===== config.mk =====
export PLATFORM = sky130hd
export DESIGN_NAME = restoring_divider
export DESIGN_NICKNAME = d
export VERILOG_FILES = /design/src/rtl/restoring_divider.sv
export SDC_FILE = /design/constraint.sdc
export NUM_CORES = 1
export LEC_CHECK = 0
export CAP_MARGIN = 20
export CORE_MARGIN = 2
export CORE_UTILIZATION = 52
export DETAILED_ROUTE_END_ITERATION = 8
export PLACE_DENSITY = 0.87
export SYNTH_ARGS = -nofsm -noshare
export SYNTH_HDL_FRONTEND = slang
export SYNTH_SLANG_ARGS = --single-unit

===== constraint.sdc =====
create_clock -name CLK -period 2.5 [get_ports CLK]
set_input_delay 0.5 -clock CLK [delete_from_list [all_inputs] [get_ports CLK]]
set_output_delay 0.5 -clock CLK [all_outputs]
set_load 0.01 [all_outputs]

===== src/rtl/restoring_divider.sv =====
// -----------------------------------------------------------------------------
// restoring_divider
//
// Sequential unsigned integer divider using the restoring algorithm. One
// quotient bit is produced per clock: the partial remainder is shifted left,
// a trial subtraction (P + ~B + 1) is performed, and the shifted value is
// kept (restored) whenever the subtraction borrows.
//
// Handshake: START is sampled only while idle. A non-zero divisor starts a
// WIDTH-cycle run; a zero divisor completes on the very next edge with DIVZ
// set, Q all ones and R equal to the dividend. DONE is a one-cycle pulse in
// the cycle where Q/R/DIVZ take their new values; those outputs then hold
// until the next completion.
// -----------------------------------------------------------------------------
`timescale 1ns/1ps

module restoring_divider #(
  parameter int WIDTH = 4  // operand width, legal range 2..16
) (
  input  logic             CLK,
  input  logic             RST,
  input  logic             START,
  input  logic [WIDTH-1:0] A,
  input  logic [WIDTH-1:0] B,
  output logic             BUSY,
  output logic             DONE,
  output logic [WIDTH-1:0] Q,
  output logic [WIDTH-1:0] R,
  output logic             DIVZ
);

  // Counter must hold the value WIDTH itself, hence WIDTH+1 in the log.
  localparam int CNT_W = $clog2(WIDTH + 1);
  localparam int PW    = WIDTH + 1;

  typedef enum logic {
    S_IDLE = 1'b0,
    S_RUN  = 1'b1
  } state_e;

  // ---------------------------------------------------------------------------
  // State and datapath registers
  // ---------------------------------------------------------------------------
  state_e             state_q, state_d;
  logic [PW-1:0]      p_q,     p_d;     // partial remainder
  logic [WIDTH-1:0]   dvd_q,   dvd_d;   // working dividend, becomes quotient
  logic [WIDTH-1:0]   dvs_q,   dvs_d;   // captured divisor
  logic [CNT_W-1:0]   cnt_q,   cnt_d;   // iterations remaining
  logic [WIDTH-1:0]   q_q,     q_d;     // published quotient
  logic [WIDTH-1:0]   r_q,     r_d;     // published remainder
  logic               divz_q,  divz_d;  // published divide-by-zero flag
  logic               done_q,  done_d;  // completion pulse

  // ---------------------------------------------------------------------------
  // One iteration of the restoring step
  // ---------------------------------------------------------------------------
  logic [PW-1:0]      p_shift;   // P' = {P[W-1:0], dividend MSB}
  logic [PW-1:0]      trial;     // P' - B via two's-complement addition
  logic               no_borrow; // trial subtraction succeeded
  logic [PW-1:0]      p_next;    // remainder after this iteration
  logic [WIDTH-1:0]   dvd_next;  // dividend shifted, quotient bit in LSB

  assign p_shift   = {p_q[WIDTH-1:0], dvd_q[WIDTH-1]};
  assign trial     = p_shift + ~{1'b0, dvs_q} + PW'(1);
  assign no_borrow = ~trial[WIDTH];
  assign p_next    = no_borrow ? trial : p_shift;
  assign dvd_next  = {dvd_q[WIDTH-2:0], no_borrow};

  // Because P stays below the divisor after every iteration, its top bit is
  // always zero between iterations; only the shifted value P' can use it.
  logic unused_p_msb;
  assign unused_p_msb = p_q[WIDTH];

  // ---------------------------------------------------------------------------
  // Next-state and datapath control
  // ---------------------------------------------------------------------------
  // Decide the next state, load operands on acceptance, iterate while running.
  always_comb begin
    // NOTE: every signal written here gets a default first so no path leaves
    // it unassigned; an unassigned path would infer a latch.
    state_d = state_q;
    p_d     = p_q;
    dvd_d   = dvd_q;
    dvs_d   = dvs_q;
    cnt_d   = cnt_q;
    q_d     = q_q;
    r_d     = r_q;
    divz_d  = divz_q;
    done_d  = 1'b0;

    unique case (state_q)
      S_IDLE: begin
        if (START) begin
          if (B == '0) begin
            // Divide by zero resolves immediately without entering RUN.
            done_d = 1'b1;
            divz_d = 1'b1;
            q_d    = '1;
            r_d    = A;
          end else begin
            dvd_d   = A;
            dvs_d   = B;
            p_d     = '0;
            cnt_d   = CNT_W'(WIDTH);
            state_d = S_RUN;
          end
        end
      end

      S_RUN: begin
        p_d   = p_next;
        dvd_d = dvd_next;
        cnt_d = cnt_q - CNT_W'(1);
        if (cnt_q == CNT_W'(1)) begin
          // Last iteration: publish results in the same edge.
          state_d = S_IDLE;
          done_d  = 1'b1;
          q_d     = dvd_next;
          r_d     = p_next[WIDTH-1:0];
          divz_d  = 1'b0;
        end
      end

      default: state_d = S_IDLE;
    endcase
  end

  // ---------------------------------------------------------------------------
  // Registers
  // ---------------------------------------------------------------------------
  // Update all state on the rising clock; asynchronous reset aborts any run.
  always_ff @(posedge CLK or posedge RST) begin
    // NOTE: every register, datapath included, is reset so no X can ever
    // reach the outputs, and an aborted run leaves nothing behind.
    if (RST) begin
      state_q <= S_IDLE;
      p_q     <= '0;
      dvd_q   <= '0;
      dvs_q   <= '0;
      cnt_q   <= '0;
      q_q     <= '0;
      r_q     <= '0;
      divz_q  <= 1'b0;
      done_q  <= 1'b0;
    end else begin
      // NOTE: non-blocking assignments so every register samples the values
      // from before this edge, independent of statement order.
      state_q <= state_d;
      p_q     <= p_d;
      dvd_q   <= dvd_d;
      dvs_q   <= dvs_d;
      cnt_q   <= cnt_d;
      q_q     <= q_d;
      r_q     <= r_d;
      divz_q  <= divz_d;
      done_q  <= done_d;
    end
  end

  // ---------------------------------------------------------------------------
  // Outputs
  // ---------------------------------------------------------------------------
  assign BUSY = (state_q == S_RUN);
  assign DONE = done_q;
  assign Q    = q_q;
  assign R    = r_q;
  assign DIVZ = divz_q;

endmodule


==> metrics.cfg, run 1 <==
[pwr]
vdd_drop_max_mv = 0.800
power_frac_comb_pct = 55.8
power_per_cell_area_nw_per_um2 = 1500
p_sw_share_pct = 40.8
power.net_switching_mw = 1.03
pwr-share-seq_pct = 32.7
pwr-share-clk_pct = 11.6
p_leak_nw = 0.743
p_int_mw = 1.50

[floorplanning]
start_util_pct = 55.4
core_area_um2 = 2500
num_rows = 18
fp.dieH_um = 55.6
die-area_um2 = 3090
fp.dieW_um = 55.6
pin_count = 22

[clock_tree]
hold_buffers = 0
cts.sinks = 26
cts-root-buf = clkbuf_4
clk_pin_slew_ps = 150
cts_buffers = 3
clock_latency_ps = 320
cts.htree.levels = 1
cts-resized-gates = 0
cts_max_path_buffers = 2
cts_setup_buffers = 0
cts_tree = built

[cells_and_area]
nets = 184
fin_cells = 195
layout-drive-gt1-share_pct = 10.3
diodes = 0
fillers = 200
synthToLayoutAreaGrowth_pct = 21.8

[yosys]
synth-seq-cells = 26
syn_area_per_cell_um2 = 9.81
syn_inst = 141
ys.warnings.count = 0
ys_types = 34
syn-cell-area_um2 = 1380
synth_fp_nets = 159
ys_seq_area_share_pct = 47.0

[grt]
grt-ovfl-total = 0
antenna_found_initial = 0
grt_pass1_wl_um = 5100
grt_usage_pct = 20.2
grt_start_max_net_pins = 27
grt_pass1_vias = 1109

[sta]
skew_ps = 4.64
max_freq_ghz = 0.452
slew_headroom_pct = 69.7
fin_crit_sh_pct = 88.5
setup_tns_ps = 0
slew_violations = 0
setup_viol = 0
worst_pin_slew_ps = 453
rsz0062_at_grt = no
post-route-min-period_ps = 2210
final_hold_viol_count = 0

[setup_path]
crit_chain = inv_1, ha_1, fa_1, nand2b_1, a21o_1, xnor2_1, nand2b_1, a31oi_1
critPathKind = reg2reg
worst_path_max_delay_cell = dfrtp_1
ff2ff_path_depth = 8
start_kind = flop
cp_common_cell = nand2b_1
required_ps = 2700
worst_setup_path_end_kind = flop
critPathMaxFanout = 4
arrival_ps = 2420
critPathMaxStageDelay_ps = 440

[route]
routed_wl_um = 2950
drc_errors = 0
drtIter0Drc = 41
wire_per_inst_um = 15.1
avgViaCountPerCell = 5.74
firstDrtPassIters = 4
ant_nets = 0
vias = 1119

[placement]
port_buffers = 21
dp_hpwl_um = 2220
dp_cells = 191
gp_congestion = 0.806

[flow_run]
drv_cap = 0

[worst_hold_path]
hp-class = in2async

[status]
run_status = complete, no violations

-- routing by layer --
| layer | GRT usage [%] | routed length [um] |
|---|---|---|
| met5 | 0 | 0 |
| met4 | 4.88 | 20 |
| met3 | 2.56 | 128 |
| met2 | 34.0 | 1470 |
| met1 | 27.8 | 1330 |
-- state kept, by name, indices dropped and copies added (netlist names) --
signal / cells
Q: 4
BUSY: 1
dvs_q: 4
dvd_q: 4
R: 4
p_q: 4
cnt_q: 3
DONE: 1
DIVZ: 1
-- kinds of logic after synthesis --
| group | after synthesis | share of synthesized area, % |
|---|---|---|
| buf+inv | 17 | 5.33 |
| xor+xnor | 3 | 1.90 |
| flops | 26 | 47.0 |
| compound gates | 44 | 20.9 |
| simple gates | 40 | 14.9 |
| fa+ha+maj | 7 | 6.87 |
| mux | 4 | 3.07 |
-- layout make-up --
class / count / area [um^2] / area share, %
Clock inverter: 1 / 30.0 / 1.78
Tap cell: 30 / 37.5 / 2.23
Sequential cell: 26 / 651 / 38.6
Clock buffer: 3 / 22.5 / 1.34
Timing Repair Buffer: 25 / 240 / 14.3
Multi-Input combinational cell: 98 / 659 / 39.1
Inverter: 12 / 45.0 / 2.67
-- Yosys cell counts --
cell | n | area share, %
inv_1 | 12 | 3.3
or4_4 | 1 | 0.81
fa_1 | 1 | 1.4
or3b_2 | 2 | 1.3
o21ai_0 | 9 | 3.3
buf_2 | 2 | 0.72
nor2_1 | 8 | 2.2
a21oi_1 | 13 | 4.7
mux2_2 | 2 | 1.6
a21o_1 | 1 | 0.54
a21oi_2 | 1 | 0.63
o21ai_1 | 4 | 1.4
nand3b_1 | 4 | 2.2
xnor2_1 | 2 | 1.3
nand3_1 | 4 | 1.4
nand2b_1 | 3 | 1.4
nor3b_1 | 1 | 0.54
a31oi_1 | 3 | 1.4
xor2_1 | 1 | 0.63
mux2i_1 | 2 | 1.4
a211oi_1 | 1 | 0.54
dfrtp_1 | 26 | 47
a211o_1 | 3 | 1.9
clkbuf_1 | 2 | 0.54
o22a_1 | 4 | 2.5
o21ai_2 | 1 | 0.63
nand2_1 | 14 | 3.8
nand2_2 | 1 | 0.45
ha_1 | 6 | 5.4
nor2b_1 | 1 | 0.45
o32a_1 | 3 | 2.2
o21ai_4 | 1 | 1.2
buf_6 | 1 | 0.81
nor4_1 | 1 | 0.45
-- per-stage QoR --
stage | hold WS, ps | power (mW) | util (%) | setup WS, ps | cell area, um^2
global route | 511 | 2.76 | 67.4 | 74.7 | 1690
CTS | 516 | 2.53 | 67.4 | 283 | 1690
finish | 508 | 2.53 | 67.4 | 288 | 1690
detailed placement | 484 | 2.23 | 65.3 | 216 | 1630
floorplan | 472 | 1.78 | - | 570 | 1380
global placement | 478 | 2.14 | 65.3 | 245 | 1630
-- cell usage in the layout (no fill, tap or decap), types with 4 or more instances in the layout --
cell	Yosys	routed
clkdlybuf4s50_1	0	21
a21oi_1	13	13
o21ai_0	9	9
inv_1	12	12
nor2_1	8	8
nand3b_1	4	4
nand3_1	4	4
dfrtp_1	26	26
o21ai_1	4	4
nand2_1	14	14
buf_4	0	4
ha_1	6	6
o22a_1	4	4
-- power by group through the flow --
stage,registers [mW],logic (mW),clock network (mW)
after detailed placement,0.834,1.40,0
after CTS,0.824,1.42,0.293
after global placement,0.818,1.33,0
after global routing,0.855,1.58,0.315
final,0.827,1.41,0.293
after floorplan,0.811,0.965,0
-- worst paths after layout --
check | from | end | slack (ps)
setup / recovery | dvd_q[3] | p_q[3] | 290
hold / removal | RST | p_q[1] | 510
setup reg to reg | dvd_q[3] | p_q[3] | 290
hold reg to reg | Q[1] | Q[1] | 510
max in group asynchronous | RST | cnt_q[0] | 1750
min in group CLK | Q[1] | Q[1] | 510
-- critical path: cells and delay by family (launching register included) --
kind	cells	cell delay (ps)
AO/OA/AOI/OAI	2	310
adder cells (fa/ha/maj)	2	650
AND/OR/NAND/NOR	2	370
buffers and inverters	1	60
flip-flops	1	440
XOR/XNOR	1	280
Power figures use the tool's default switching activity.
==> run 2: changes to the inputs <==
- clock period: 2.5 -> 2.4 ns (I/O delays scaled with it)
==> run 2 against run 1 <==
Die area did not move. Worst setup slack got worse by 48 ps. Combinational power is 6% higher.
==> metrics.cfg, run 2 (synthesized netlist as in run 1, its figures left out) <==
[status]
run_status = complete, no violations

[floorplanning]
fp.dieH_um = 55.6  ; unchanged
core_area_um2 = 2500  ; unchanged
die-area_um2 = 3090  ; unchanged
pin_count = 22  ; unchanged
num_rows = 18  ; unchanged
fp.dieW_um = 55.6  ; unchanged
start_util_pct = 55.4  ; unchanged

[clock_tree]
cts_buffers = 3  ; unchanged
cts_max_path_buffers = 2  ; unchanged
cts.sinks = 26  ; unchanged
cts-root-buf = clkbuf_4
cts.htree.levels = 1  ; unchanged
cts_tree = built
clock_latency_ps = 330  ; about the same
cts_setup_buffers = 0  ; unchanged
clk_pin_slew_ps = 150  ; about the same

[setup_path]
r2r_end = R[3]
required_ps = 2660  ; -40 ps
arrival_ps = 2420  ; about the same
ff2ff_path_depth = 8  ; unchanged
reg2reg_from = dvd_q[3]
worst_setup_path_end_kind = flop
critPathKind = reg2reg
worst_path_max_delay_cell = dfrtp_1
critPathMaxStageDelay_ps = 430  ; about the same
cp_common_cell = nand2b_1
crit_start = dvd_q[3]
start_kind = flop
worst-r2r-setup-slack_ps = 240  ; -50 ps
crit_chain = inv_1, ha_1, fa_1, nand2b_1, a21o_1, xnor2_2, nand2b_1, a31oi_1
critPathMaxFanout = 4  ; unchanged

[sta]
worst_pin_slew_ps = 474  ; +20.9 ps
max_freq_ghz = 0.463  ; +2.4%
slew_violations = 0  ; unchanged
setup_ws_ps = 240  ; -47.8 ps
post-route-min-period_ps = 2160  ; -52.2 ps
slew_headroom_pct = 68.3  ; -1.4 points
setup_viol = 0  ; unchanged
setup_tns_ps = 0  ; unchanged
fin_crit_sh_pct = 90.0  ; +1.5 points
final_hold_viol_count = 0  ; unchanged
rsz0062_at_grt = no
skew_ps = 7.18  ; +2.54 ps

[cells_and_area]
synthToLayoutAreaGrowth_pct = 22.3
final_common_cell = dfrtp_1
nets = 184  ; unchanged
fillers = 186  ; -7.0%
layout-drive-gt1-share_pct = 10.9  ; +0.61 points
layout_common_cells = dfrtp_1 (26), clkdlybuf4s50_1 (21), nand2_1 (14)
diodes = 0  ; unchanged

[worst_hold_path]
hp-class = in2async

[grt]
grt_pass1_vias = 1202  ; +8.4%
grt-ovfl-total = 0  ; unchanged
antenna_found_initial = 0  ; unchanged
grt_usage_pct = 21.9  ; +1.7 points
grt_start_max_net_pins = 27  ; unchanged
grt_pass1_wl_um = 5430  ; +6.5%

[pwr]
vdd_drop_max_mv = 0.894  ; +12%
p_leak_nw = 0.750  ; +0.82%
power_per_cell_area_nw_per_um2 = 1580  ; +5.5%

[placement]
dp_hpwl_um = 2280  ; +3.0%
dp_slack_ps = 95.3  ; -120 ps
port_buffers = 21  ; unchanged
gp_congestion = 0.786  ; -2.5%

[route]
avgViaCountPerCell = 5.86  ; +2.1%
wire_per_inst_um = 15.6  ; +3.1%
vias = 1142  ; +2.1%
firstDrtPassIters = 4  ; unchanged
ant_nets = 0  ; unchanged
routed_wl_um = 3040  ; +3.1%
drc_errors = 0  ; unchanged
drtIter0Drc = 32  ; -22%

[flow_run]
drv_cap = 0  ; unchanged

-- run 2: cell counts in the layout (fill, tap and decap cells not counted) --
Identical to the previous run, type by type.
-- run 2: how the worst max path moves through the flow --
stage	to	slack, ps	depth (start not counted)
after global placement	R[1]	160	5
after detailed placement	R[0]	100	5
after floorplan	p_q[3]	470	8
after global routing	R[3]	70	8
after CTS	R[3]	180	8
final	R[3]	240	8
-- run 2: repair_timing --
item                                    in CTS  in global routing
resized for setup                            0                  1
hold buffers                                 0                  0
endpoints found under the hold margin        0                  0
endpoints found under the setup margin       0                  2
-- run 2: stage by stage --
stage	utilization (%)	total power, mW	instance area, um^2	hold WS, ps	instances
after CTS	67.4	2.65	1690	482	195
after global placement	65.3	2.23	1630	476	191
after detailed placement	65.3	2.34	1630	482	191
final	67.7	2.68	1690	472	195
after global routing	67.7	2.90	1690	532	195
after floorplan	-	1.85	1380	472	141
-- run 2: final cells by class --
type	instances	area [um^2]	area share, %
repair buffers	25	240	14.2
clock inverters	1	30.0	1.77
clock buffers	3	22.5	1.33
well taps	30	37.5	2.22
multi-input cells	98	667	39.4
inverters	12	45.0	2.66
flip-flops and latches	26	651	38.4
-- run 2: critical path, delay by kind of cell (launching register included) --
family	cells	cell delay (ps)
flip-flops	1	430
AO/OA/AOI/OAI	2	430
adder cells (fa/ha/maj)	2	620
AND/OR/NAND/NOR	2	370
XOR/XNOR	1	190
buffers and inverters	1	60
-- run 2: per-layer routing --
layer | vias up | GRT usage, % | part of all wire, %
met2 | 25 | 36.4 | 50
met3 | 8 | 3.49 | 3.4
met1 | 560 | 28.7 | 45
li1 | 549 | - | -
met5 | - | 0 | 0
met4 | 0 | 8.36 | 1.8
-- run 2: where the power goes --
part	switching (mW)	total, mW	internal, mW
sequential	0.206	0.873	0.667
clock	0.138	0.307	0.169
combinational	0.763	1.50	0.738
total	1.11	2.68	1.57
==> run 3: changes to the inputs <==
- CORE_MARGIN: 2 -> 3
- HOLD_SLACK_MARGIN: not set -> 0.06
==> run 3 against run 2 <==
Clock skew decreased by 4.0 ps. Hold slack better by 1.6 ps. Die area is 7.3% higher. Non-clock buffer count did not move. Sequential share of layout area is 0.17 points higher. Final area decreased by 0.44%. Clock power hardly changed. Sequential cell count did not move. Critical path type unchanged. Fmax down 0.36%. Combinational power is 5% lower. Critical path depth is the same. Register-to-register slack about the same. Highest routed layer unchanged.
==> metrics.cfg, run 3 (synthesized netlist as in run 1, its figures left out) <==
[sta]
setup_tns_ps = 0  ; unchanged
rsz0062_at_grt = no
fin_crit_sh_pct = 90.3  ; +0.32 points
worst_pin_slew_ps = 445  ; -29.4 ps
slew_headroom_pct = 70.2  ; +2.0 points
post-route-min-period_ps = 2170  ; +7.75 ps
skew_ps = 3.19  ; -3.99 ps
slew_violations = 0  ; unchanged
final_hold_viol_count = 0  ; unchanged
max_freq_ghz = 0.461  ; -0.36%
setup_ws_ps = 232  ; -7.76 ps
setup_viol = 0  ; unchanged
hold_slack_ps = 473  ; +1.63 ps

[placement]
port_buffers = 21  ; unchanged
dp_hpwl_um = 2160  ; -5.3%
placed_cell_area_um2 = 1630  ; unchanged
gp_congestion = 0.784  ; -0.25%
dp_slack_ps = 80.2  ; -15.1 ps
dp_cells = 191  ; unchanged

[clock_tree]
cts_max_path_buffers = 2  ; unchanged
cts-resized-gates = 0  ; unchanged
cts_setup_buffers = 0  ; unchanged
cts-root-buf = clkbuf_4
clk_pin_slew_ps = 150  ; about the same
cts.sinks = 26  ; unchanged
cts_tree = built
hold_buffers = 0  ; unchanged
cts.htree.levels = 1  ; unchanged
clock_latency_ps = 330  ; about the same
cts_buffers = 3  ; unchanged

[route]
ant_nets = 0  ; unchanged
drc_errors = 0  ; unchanged
vias = 1125  ; -1.5%
drtIter0Drc = 35  ; +9.4%
routed_wl_um = 2770  ; -9.0%
avgViaCountPerCell = 5.77  ; -1.5%
firstDrtPassIters = 4  ; unchanged
wire_per_inst_um = 14.2  ; -9.0%

[pwr]
vdd_drop_max_mv = 0.887  ; -0.76%
p_leak_nw = 0.743  ; -0.82%
design_power_total_mw = 2.60  ; -3.1%
power_per_cell_area_nw_per_um2 = 1540  ; -2.7%

[setup_path]
cp_common_cell = nand2b_1
required_ps = 2620  ; -40 ps
crit_chain = inv_1, ha_1, fa_1, nand2b_1, a21o_1, xnor2_1, nand2b_1, a31oi_1
start_kind = flop
critPathMaxFanout = 4  ; unchanged
crit_family = adder cells
critPathKind = reg2reg
ff2ff_path_depth = 8  ; unchanged
critPathBufInv = 1  ; unchanged
worst_path_max_delay_cell = dfrtp_1
critPathMaxStageDelay_ps = 440  ; about the same
cp.depth = 8  ; unchanged
worst_setup_path_end_kind = flop
arrival_ps = 2380  ; -40 ps

[cells_and_area]
final_core_util_pct = 67.4  ; -0.30 points
fillers = 197  ; +5.9%
fin_cells = 195  ; unchanged
fin_area_um2 = 1690  ; -0.44%
layout_common_cells = dfrtp_1 (26), clkdlybuf4s50_1 (21), nand2_1 (14)
multi_input_area_um2 = 659  ; -1.1%
nets = 184  ; unchanged
layout-drive-gt1-share_pct = 10.3  ; -0.61 points
final_common_cell = dfrtp_1
synthToLayoutAreaGrowth_pct = 21.8
regArea_um2 = 651  ; unchanged
diodes = 0  ; unchanged

[floorplanning]
fp.dieW_um = 57.6  ; +3.6%
core_area_um2 = 2500  ; unchanged
start_util_pct = 55.4  ; unchanged
fp.dieH_um = 57.6  ; +3.6%
die-area_um2 = 3320  ; +7.3%
num_rows = 18  ; unchanged
pin_count = 22  ; unchanged

[grt]
grt_pass1_wl_um = 4970  ; -8.5%
grt_usage_pct = 19.5  ; -2.4 points
antenna_found_initial = 0  ; unchanged
grt-ovfl-total = 0  ; unchanged
grt_start_max_net_pins = 27  ; unchanged
grt_pass1_vias = 1096  ; -8.8%

[worst_hold_path]
hp-class = in2async

[status]
run_status = complete, no violations

[flow_run]
drv_cap = 0  ; unchanged

==> run 3: cell type report <==
type	instances	area share (%)
clock buffer	3	1.34
sequential	26	38.6
clock inverter	1	1.78
tap	30	2.23
multi-input combinational	98	39.1
timing repair buffer	25	14.3
inverter	12	2.67
==> run 3: tightest hold or removal path, delay by kind of cell <==
family   cells  cell delay (ps)
buf+inv      3              740
==> run 3: power breakdown <==
group | switching (mW) | internal [mW] | total, mW
combinational | 0.710 | 0.716 | 1.43
sequential | 0.198 | 0.667 | 0.865
clock | 0.137 | 0.169 | 0.306
total | 1.04 | 1.55 | 2.60
==> run 3: per-layer routing <==
metal	track usage (%)	wire length, um
met1	26.1	1220
met3	4.30	88
met4	7.95	48
met5	0	0
met2	30.8	1410
==> run 3: path summary, 6_finish.rpt <==
| check | from | slack, ps | end |
|---|---|---|---|
| max | dvd_q[3] | 230 | R[3] |
| min | RST | 470 | Q[1] |
| max reg2reg | dvd_q[3] | 230 | R[3] |
| min reg2reg | Q[1] | 510 | Q[1] |
| max in group asynchronous | RST | 1690 | dvs_q[0] |
| min in group CLK | Q[1] | 510 | Q[1] |
